[src/rtl/uart_rx_ctrl_pkg.sv]
// Shared definitions for the UART receive controller: sequencer state encoding
// and the number of oversample ticks that make up one bit period.
package uart_rx_ctrl_pkg;

    typedef enum logic [1:0] {
        OFF = 2'd0,
        ARM = 2'd1,
        RUN = 2'd2
    } state_t;

    localparam int SB_TICK = 16;

endpackage

[src/rtl/uart_rx_ctrl_baud_gen.sv]
// Oversample tick generator: counts 0..divisor and pulses s_tick on the last count.
module uart_baud_gen
    import uart_rx_ctrl_pkg::*;
#(
    parameter int DIV_WIDTH = 16
) (
    input  logic                 clk,
    input  logic                 reset_n,
    input  logic                 run,
    input  logic [DIV_WIDTH-1:0] divisor,
    output logic                 s_tick
);

    logic [DIV_WIDTH-1:0] count;
    logic                 wrap;

    // >= rather than == so a divisor lowered below the current count wraps at once
    assign wrap   = (count >= divisor);
    assign s_tick = run && wrap;

    always_ff @(posedge clk or negedge reset_n) begin
        if (!reset_n) begin
            count <= '0;
        end else if (!run || wrap) begin
            count <= '0;
        end else begin
            count <= count + 1'b1;
        end
    end

endmodule

[src/rtl/uart_rx_ctrl.sv]
// UART receive front end: line synchronizer, baud tick, idle-line arming sequencer
// for the external uart_rx, and a first-word-fall-through receive FIFO.
module uart_rx_ctrl
    import uart_rx_ctrl_pkg::*;
#(
    parameter int BITWIDTH   = 8,
    parameter int FIFO_DEPTH = 4,
    parameter int DIV_WIDTH  = 16
) (
    input  logic                          clk,
    input  logic                          reset_n,
    input  logic                          enable,
    input  logic [DIV_WIDTH-1:0]          divisor,
    input  logic                          rx_pin,
    output logic                          rx_sync,
    output logic                          s_tick,
    output logic                          rx_rst_n,
    input  logic                          rx_done_tick,
    input  logic [BITWIDTH-1:0]           rx_dout,
    output logic [BITWIDTH-1:0]           m_data,
    output logic                          m_valid,
    input  logic                          m_ready,
    output logic                          overflow,
    input  logic                          ovf_clr,
    output logic [$clog2(FIFO_DEPTH):0]   fifo_count
);

    localparam int PTR_W  = $clog2(FIFO_DEPTH);
    localparam int IDLE_W = $clog2(SB_TICK);
    localparam logic [PTR_W:0]    FULL_CNT  = (PTR_W + 1)'(FIFO_DEPTH);
    localparam logic [IDLE_W-1:0] IDLE_LAST = IDLE_W'(SB_TICK - 1);

    logic [1:0]        sync_q;
    state_t            state, state_next;
    logic [IDLE_W-1:0] idle_cnt, idle_next;

    logic [BITWIDTH-1:0] mem [FIFO_DEPTH];
    logic [PTR_W-1:0]    wr_ptr, rd_ptr;
    logic                push, pop, full, do_write, ovf_set;

    // Line idles high, so the synchronizer resets to 1 to avoid a false start bit
    always_ff @(posedge clk or negedge reset_n) begin
        if (!reset_n) begin
            sync_q <= 2'b11;
        end else begin
            sync_q <= {sync_q[0], rx_pin};
        end
    end

    assign rx_sync = sync_q[1];

    uart_baud_gen #(
        .DIV_WIDTH (DIV_WIDTH)
    ) u_baud_gen (
        .clk     (clk),
        .reset_n (reset_n),
        .run     (state != OFF),
        .divisor (divisor),
        .s_tick  (s_tick)
    );

    always_ff @(posedge clk or negedge reset_n) begin
        if (!reset_n) begin
            state    <= OFF;
            idle_cnt <= '0;
            rx_rst_n <= 1'b0;
        end else begin
            state    <= state_next;
            idle_cnt <= idle_next;
            rx_rst_n <= (state_next == RUN);
        end
    end

    // ARM waits for one full bit period of idle line before releasing uart_rx
    always_comb begin
        state_next = state;
        idle_next  = idle_cnt;
        case (state)
            OFF: begin
                idle_next = '0;
                if (enable) state_next = ARM;
            end
            ARM: begin
                if (!enable) begin
                    state_next = OFF;
                end else if (s_tick) begin
                    if (!rx_sync) begin
                        idle_next = '0;
                    end else if (idle_cnt == IDLE_LAST) begin
                        state_next = RUN;
                    end else begin
                        idle_next = idle_cnt + 1'b1;
                    end
                end
            end
            RUN: begin
                if (!enable) state_next = OFF;
            end
            default: state_next = OFF;
        endcase
    end

    assign full     = (fifo_count == FULL_CNT);
    assign m_valid  = (fifo_count != '0);
    assign m_data   = m_valid ? mem[rd_ptr] : '0;
    assign push     = rx_done_tick && (state == RUN);
    assign pop      = m_valid && m_ready;
    assign do_write = push && (!full || pop);
    assign ovf_set  = push && full && !pop;

    always_ff @(posedge clk) begin
        if (do_write) mem[wr_ptr] <= rx_dout;
    end

    always_ff @(posedge clk or negedge reset_n) begin
        if (!reset_n) begin
            wr_ptr     <= '0;
            rd_ptr     <= '0;
            fifo_count <= '0;
            overflow   <= 1'b0;
        end else begin
            if (do_write) wr_ptr <= wr_ptr + 1'b1;
            if (pop)      rd_ptr <= rd_ptr + 1'b1;
            case ({do_write, pop})
                2'b10:   fifo_count <= fifo_count + 1'b1;
                2'b01:   fifo_count <= fifo_count - 1'b1;
                default: fifo_count <= fifo_count;
            endcase
            overflow <= ovf_set || (overflow && !ovf_clr);
        end
    end

endmodule

[config.mk]
export PLATFORM = sky130hd
export DESIGN_NAME = uart_rx_ctrl
export DESIGN_NICKNAME = d
export VERILOG_FILES = /design/src/rtl/uart_rx_ctrl_pkg.sv /design/src/rtl/uart_rx_ctrl_baud_gen.sv /design/src/rtl/uart_rx_ctrl.sv
export SDC_FILE = /design/constraint.sdc
export NUM_CORES = 1
export LEC_CHECK = 0
export BUFFER_PORTS_ARGS = -buffer_cell sky130_fd_sc_hd__buf_2
export CELL_PAD_IN_SITES_DETAIL_PLACEMENT = 1
export CELL_PAD_IN_SITES_GLOBAL_PLACEMENT = 2
export CORE_ASPECT_RATIO = 0.6
export CORE_MARGIN = 2
export CORE_UTILIZATION = 38
export CTS_CLUSTER_DIAMETER = 150
export DETAILED_ROUTE_END_ITERATION = 10
export PLACE_DENSITY_LB_ADDON = 0.15
export SLEW_MARGIN = 25
export SYNTH_ARGS = -nofsm -noshare
export SYNTH_HDL_FRONTEND = slang
export SYNTH_SLANG_ARGS = --single-unit
[constraint.sdc]
create_clock -name clk -period 2.7 [get_ports clk]
set_input_delay 0.54 -clock clk [delete_from_list [all_inputs] [get_ports clk]]
set_output_delay 0.54 -clock clk [all_outputs]
set_load 0.05 [all_outputs]
==> Yosys cells after proc, flatten, opt, wreduce, memory -nomap -nowiden <==
Memory sizes are Yosys's and may differ from the RTL's.
Index checks and enable logic that the tools add are counted.
{ "op_classes": {"n_addsub": 6, "magnitude_cmp": 1, "n_eq_ne": 10, "muxes": 17, "n_reduce_logical": 20} }
{ "ops": {"columns": ["op", "n"], "rows": [
  ["16-bit by 1-bit adder with 16-bit output (second input constant)", 1],
  ["16-bit greater-or-equal comparator", 1],
  ["16-bit two-way mux", 1],
  ["4-bit two-way mux", 4],
  ["2-bit two-way mux", 6],
  ["8-bit two-way mux", 1],
  ["4-bit one-hot mux with 2 select lines", 1],
  ["1-bit logical AND", 7],
  ["2-bit == test (second input constant)", 3],
  ["2-bit one-hot mux with 3 select lines", 1],
  ["3-bit one-hot mux with 2 select lines", 1],
  ["2-bit nonzero test", 3],
  ["2-bit by 1-bit adder with 2-bit output (second input constant)", 2],
  ["4-bit by 1-bit adder with 4-bit output (second input constant)", 1],
  ["2-bit by 1-bit == test with 1-bit output (second input constant)", 2],
  ["4-bit == test (second input constant)", 1],
  ["1-bit zero test", 4],
  ["2-bit inequality test (second input constant)", 2],
  ["4-bit AND reduction", 1],
  ["3-bit by 1-bit adder with 3-bit output (second input constant)", 1],
  ["3-bit == test (second input constant)", 1],
  ["1-bit logical OR", 3],
  ["3-bit inequality test (second input constant)", 1],
  ["3-bit nonzero test", 1],
  ["other kinds (3)", 4]
]} }
{ "totals": {"ff_bits": 33, "mem_bits_rw": 32, "inputBits": 31, "out_inout_bits": 16, "elab_cells": 64, "mem_count": 1} }
{ "mem_list": {"columns": ["name", "depth", "width", "rd", "rd_clocked_by_memory_dff", "wr", "line_no", "source"], "rows": [
  ["mem", 4, 8, 1, 0, 1, "uart_rx_ctrl.sv:37", "logic [BITWIDTH-1:0] mem [FIFO_DEPTH];"]
]} }

==> Depth between registers and ports, before layout <==
{ "depth": {"word_depth": 7, "depth_mapped": 9, "mapped_depth_nobuf": 8} }

==> By module <==
Synthesis repeated with hierarchy kept, for this count alone.
{ "unflattened": {"hier_cells": 267, "area_unflattened_um2": 3321.9} }
{ "by_module_without_submodules": {"columns": ["module", "instances", "cells_per_inst", "area_per_inst_um2", "seq_area_each_um2"], "rows": [
  ["uart_rx_ctrl", 1, 137, 2145.8, 1388.8],
  ["uart_baud_gen", 1, 130, 1176.1, 400.4]
]} }

==> Worst setup path before layout <==
Ideal clock, no wire load.
{ "synth_timing": {"kind": "input port to output port", "start": "input divisor[15]", "end": "output s_tick", "t_arrival_ns": 2.256, "t_required_ns": 2.160, "setup_slack_ns": -0.096, "path_stages": 7, "path_buffers": 0, "path_cell_list": "inv_1 > ha_1 > nand2_2 > nor4_4 > or4b_4 > nand3_1 > o21a_1"} }
{ "synth_between": {"elab_chain_len": 2} }
{ "synth_rtl": {"columns": ["element", "line_no", "source"], "rows": [
  ["from (decl)", "uart_rx_ctrl.sv:13", "input logic [DIV_WIDTH-1:0] divisor,"],
  ["16-bit greater-or-equal comparator", "uart_rx_ctrl_baud_gen.sv:18", "assign wrap = (count >= divisor);"],
  ["1-bit logical AND", "uart_rx_ctrl_baud_gen.sv:19", "assign s_tick = run && wrap;"],
  ["to (decl)", "uart_rx_ctrl.sv:16", "output logic s_tick,"]
]} }
Every way passes these cells.

==> Final worst setup path <==
{ "layout_timing": {"start": "register u_baud_gen.count[15]", "end": "output s_tick"} }
{ "layout_between": {"elab_chain_len": 2} }
{ "layout_rtl": {"columns": ["element", "line_no", "source"], "rows": [
  ["from (decl)", "uart_rx_ctrl_baud_gen.sv:14", "logic [DIV_WIDTH-1:0] count;"],
  ["from (signal assigned)", "uart_rx_ctrl_baud_gen.sv:27", "count <= count + 1'b1;"],
  ["16-bit greater-or-equal comparator", "uart_rx_ctrl_baud_gen.sv:18", null],
  ["1-bit logical AND", "uart_rx_ctrl_baud_gen.sv:19", null]
]} }
Every way passes these cells.

==> impl_metrics.tcl <==
set metrics [dict create \
    status "complete, but fails checks" \
    violations "negative setup slack" \
    p_leak_uw 0.00190 \
    num_vias 2296 \
    timing.rr.end "idle_cnt[3]" \
    avgViaCountPerCell 4.91 \
    hold_violations 0 \
    power.density_mw_per_mm2 788 \
    synthCells 272 \
    netlist-cell-type-count 45 \
    cp-end-kind "output pin" \
    root_buffer "clkbuf_16" \
    synth_area_mm2 0.00331 \
    start_util_pct 39.0 \
    dieArea_mm2 0.00951 \
    avgSynthCellArea_um2 12.2 \
    synthArstFlopShare_pct 50.8 \
    fin_skew_ns 0.00663 \
    synthAdderAreaFrac_pct 8.91 \
    setup-violations-final 1 \
    yosysWarnings 0 \
    ant_nets 0 \
    met1Wirelength_um 3580 \
    place_area_mm2 0.00383 \
    grt_pass1_wl_um 12200 \
    synth_top_area_share_pct 29.0 \
    finalSetupTns_ns -0.168 \
    ys_seq_area_share_pct 54.0 \
    grt.total_usage_pct 16.6 \
    synth_edf_count 32 \
    arrival_ns 2.33 \
    drive_gt1_share_pct 31.7 \
    yosysMostFrequentCell "edfxtp_1" \
    r2r_slack_ns 0.17 \
    synth-simple-area-share_pct 15.5 \
    ir_drop_uv 419 \
    clk_pin_slew_worst_paths_ns 0.06 \
    pin_count 47 \
    detail_route.first_pass.iterations 4 \
    area_growth_pct 27.1 \
    synth_top_area_cell "edfxtp_1" \
    cts_tree "yes" \
    start_kind "flop" \
    startpoint "u_baud_gen.count[15]" \
    wl_met2_um 3060 \
    core-area_mm2 0.00849 \
    synth_compound_area_share_pct 6.95 \
    row_count 26 \
    top_layer "met4" \
    critPathKind "reg2out" \
    fin_ws_ns -0.168 \
    drt_iter0_drc 97 \
    cts_sinks 65 \
    overflow 0 \
    clockBufferDepth 2 \
    chipWidth_um 125 \
    grt_pass1_vias 2363 \
    io_buffers 46 \
    numCtsBuffers 9 \
    synthXorXnorAreaFrac_pct 5.29 \
    diodes 0 \
    routabilityCongestion 0.735 \
    hold_class "in2async" \
    nNetsFinal 405 \
    die_y_um 76.3 \
    maxSlewViolCount 0 \
    whs_ns 0.294 \
    timing.final.crit_period_ns 2.87 \
    yosys_most_used_dff "edfxtp_1" \
    max_slew.worst_pin.slew_ns 0.795 \
    max_cap_viol_count 0 \
    design_area_mm2 0.00421 \
    crit_fanout 3 \
    synthMuxAreaShare_pct 5.44 \
    drcViolationCount 0 \
    yosys-top-cells-count "edfxtp_1 (32), dfrtp_1 (31), inv_1 (25)" \
    grt_max_degree 34 \
    dp_hpwl_um 5160 \
    syn-num-nets 326 \
    detailroute.wirelength.met3_um 366 \
    wl_per_cell_um 15.0 \
    wl_um 7040 \
    rsz0062_at_grt "true" \
    maxSlewHeadroom_pct 47.0 \
    h-tree-depth 3 \
    insertion_delay_ns 0.33 \
    ys_ff_latch 65 \
    reg2reg_from "u_baud_gen.count[15]" \
    synth_top_family_by_area "simple AND/OR/NAND/NOR gates" \
    synth.area.top_cells "edfxtp_1 (29%), dfrtp_1 (23%), ha_1 (8.3%)" \
    fmax_mhz 349 \
    r2r_cells 8 \
    antenna_found_initial 0 \
    final.period_utilization_pct 106 \
    cp.required_ns 2.16 \
]
[sequential cells by signal, summed over array words and instances, names as in the netlist]
name	flops
rd_ptr	2
idle_cnt	4
sync_q	2
rx_rst_n	1
state	2
overflow	1
u_baud_gen.count	16
fifo_count	3
wr_ptr	2
mem	32
[layout make-up]
class	count	area, um2
Sequential cell	65	1790
Clock buffer	9	225
Fill cell	930	4280
Multi-Input combinational cell	177	1440
Tap cell	112	140
Timing Repair Buffer	73	455
Clock inverter	7	71.3
Inverter	25	93.8
[worst max-delay path, cell delays in order, from the launching register on]
cell and delay, ns:
dfrtp_1 0.42, ha_4 0.30, nand2_4 0.06, nor4_4 0.33
or4b_4 0.52, nand3_2 0.08, o21a_2 0.14, buf_8 0.14
[metrics by stage]
step | setup WS (ns) | instances | total power [uW] | utilization (%)
after floorplan | 0.0284 | 272 | 1940 | -
after global placement | -0.231 | 448 | 2190 | 45.2
after detailed placement | -0.246 | 448 | 2200 | 45.2
after CTS | -0.230 | 467 | 3360 | 49.1
after global routing | -0.283 | 468 | 3500 | 49.6
final | -0.168 | 468 | 3320 | 49.6
[cells in the final DEF (no fill, tap or decap), drive strengths merged, types with 4 or more instances in the layout]
cell type	count
clkbuf	9
o21ai	7
ha	22
dfrtp	31
o21a	4
nor2	21
clkinv	4
a21oi	9
nor2b	12
xnor2	10
nand4	4
edfxtp	32
inv	25
buf	73
a31oi	5
xor2	10
and3	10
nand2	19
nand3	9
mux4	8
[cell families after synthesis]
logic type / Yosys count
compound gates: 33
xor+xnor: 20
fa+ha+maj: 23
buf+inv: 30
flops: 65
mux: 8
simple gates: 93
[where the power goes]
part	leakage (uW)	switching, uW	total, uW	internal (uW)
clock	0.000139	424	1130	711
combinational	0.00104	637	983	346
sequential	0.000716	114	1200	1090
total	0.00190	1180	3320	2140
[worst max-delay path by stage]
stage / slack (ns) / depth (start not counted) / end
final: -0.17 / 7 / s_tick
after global routing: -0.28 / 7 / s_tick
after CTS: -0.23 / 7 / s_tick
after detailed placement: -0.25 / 9 / s_tick
after global placement: -0.23 / 9 / s_tick
after floorplan: 0.03 / 7 / s_tick
[layer usage]
metal  vias up  track usage [%]
li1       1128                -
met1      1128             23.6
met2        36             24.0
met3         4             6.46
met4         0             3.71
met5         -                0
[timing repair]
action                                  CTS  global route
cloned                                    0             0
resized for setup                         5             5
endpoints found under the setup margin    1             1
pin swaps                                 4             2
hold buffers                              0             0
buffers inserted                          3             1
Note: power is estimated with default switching activity, not from simulation.
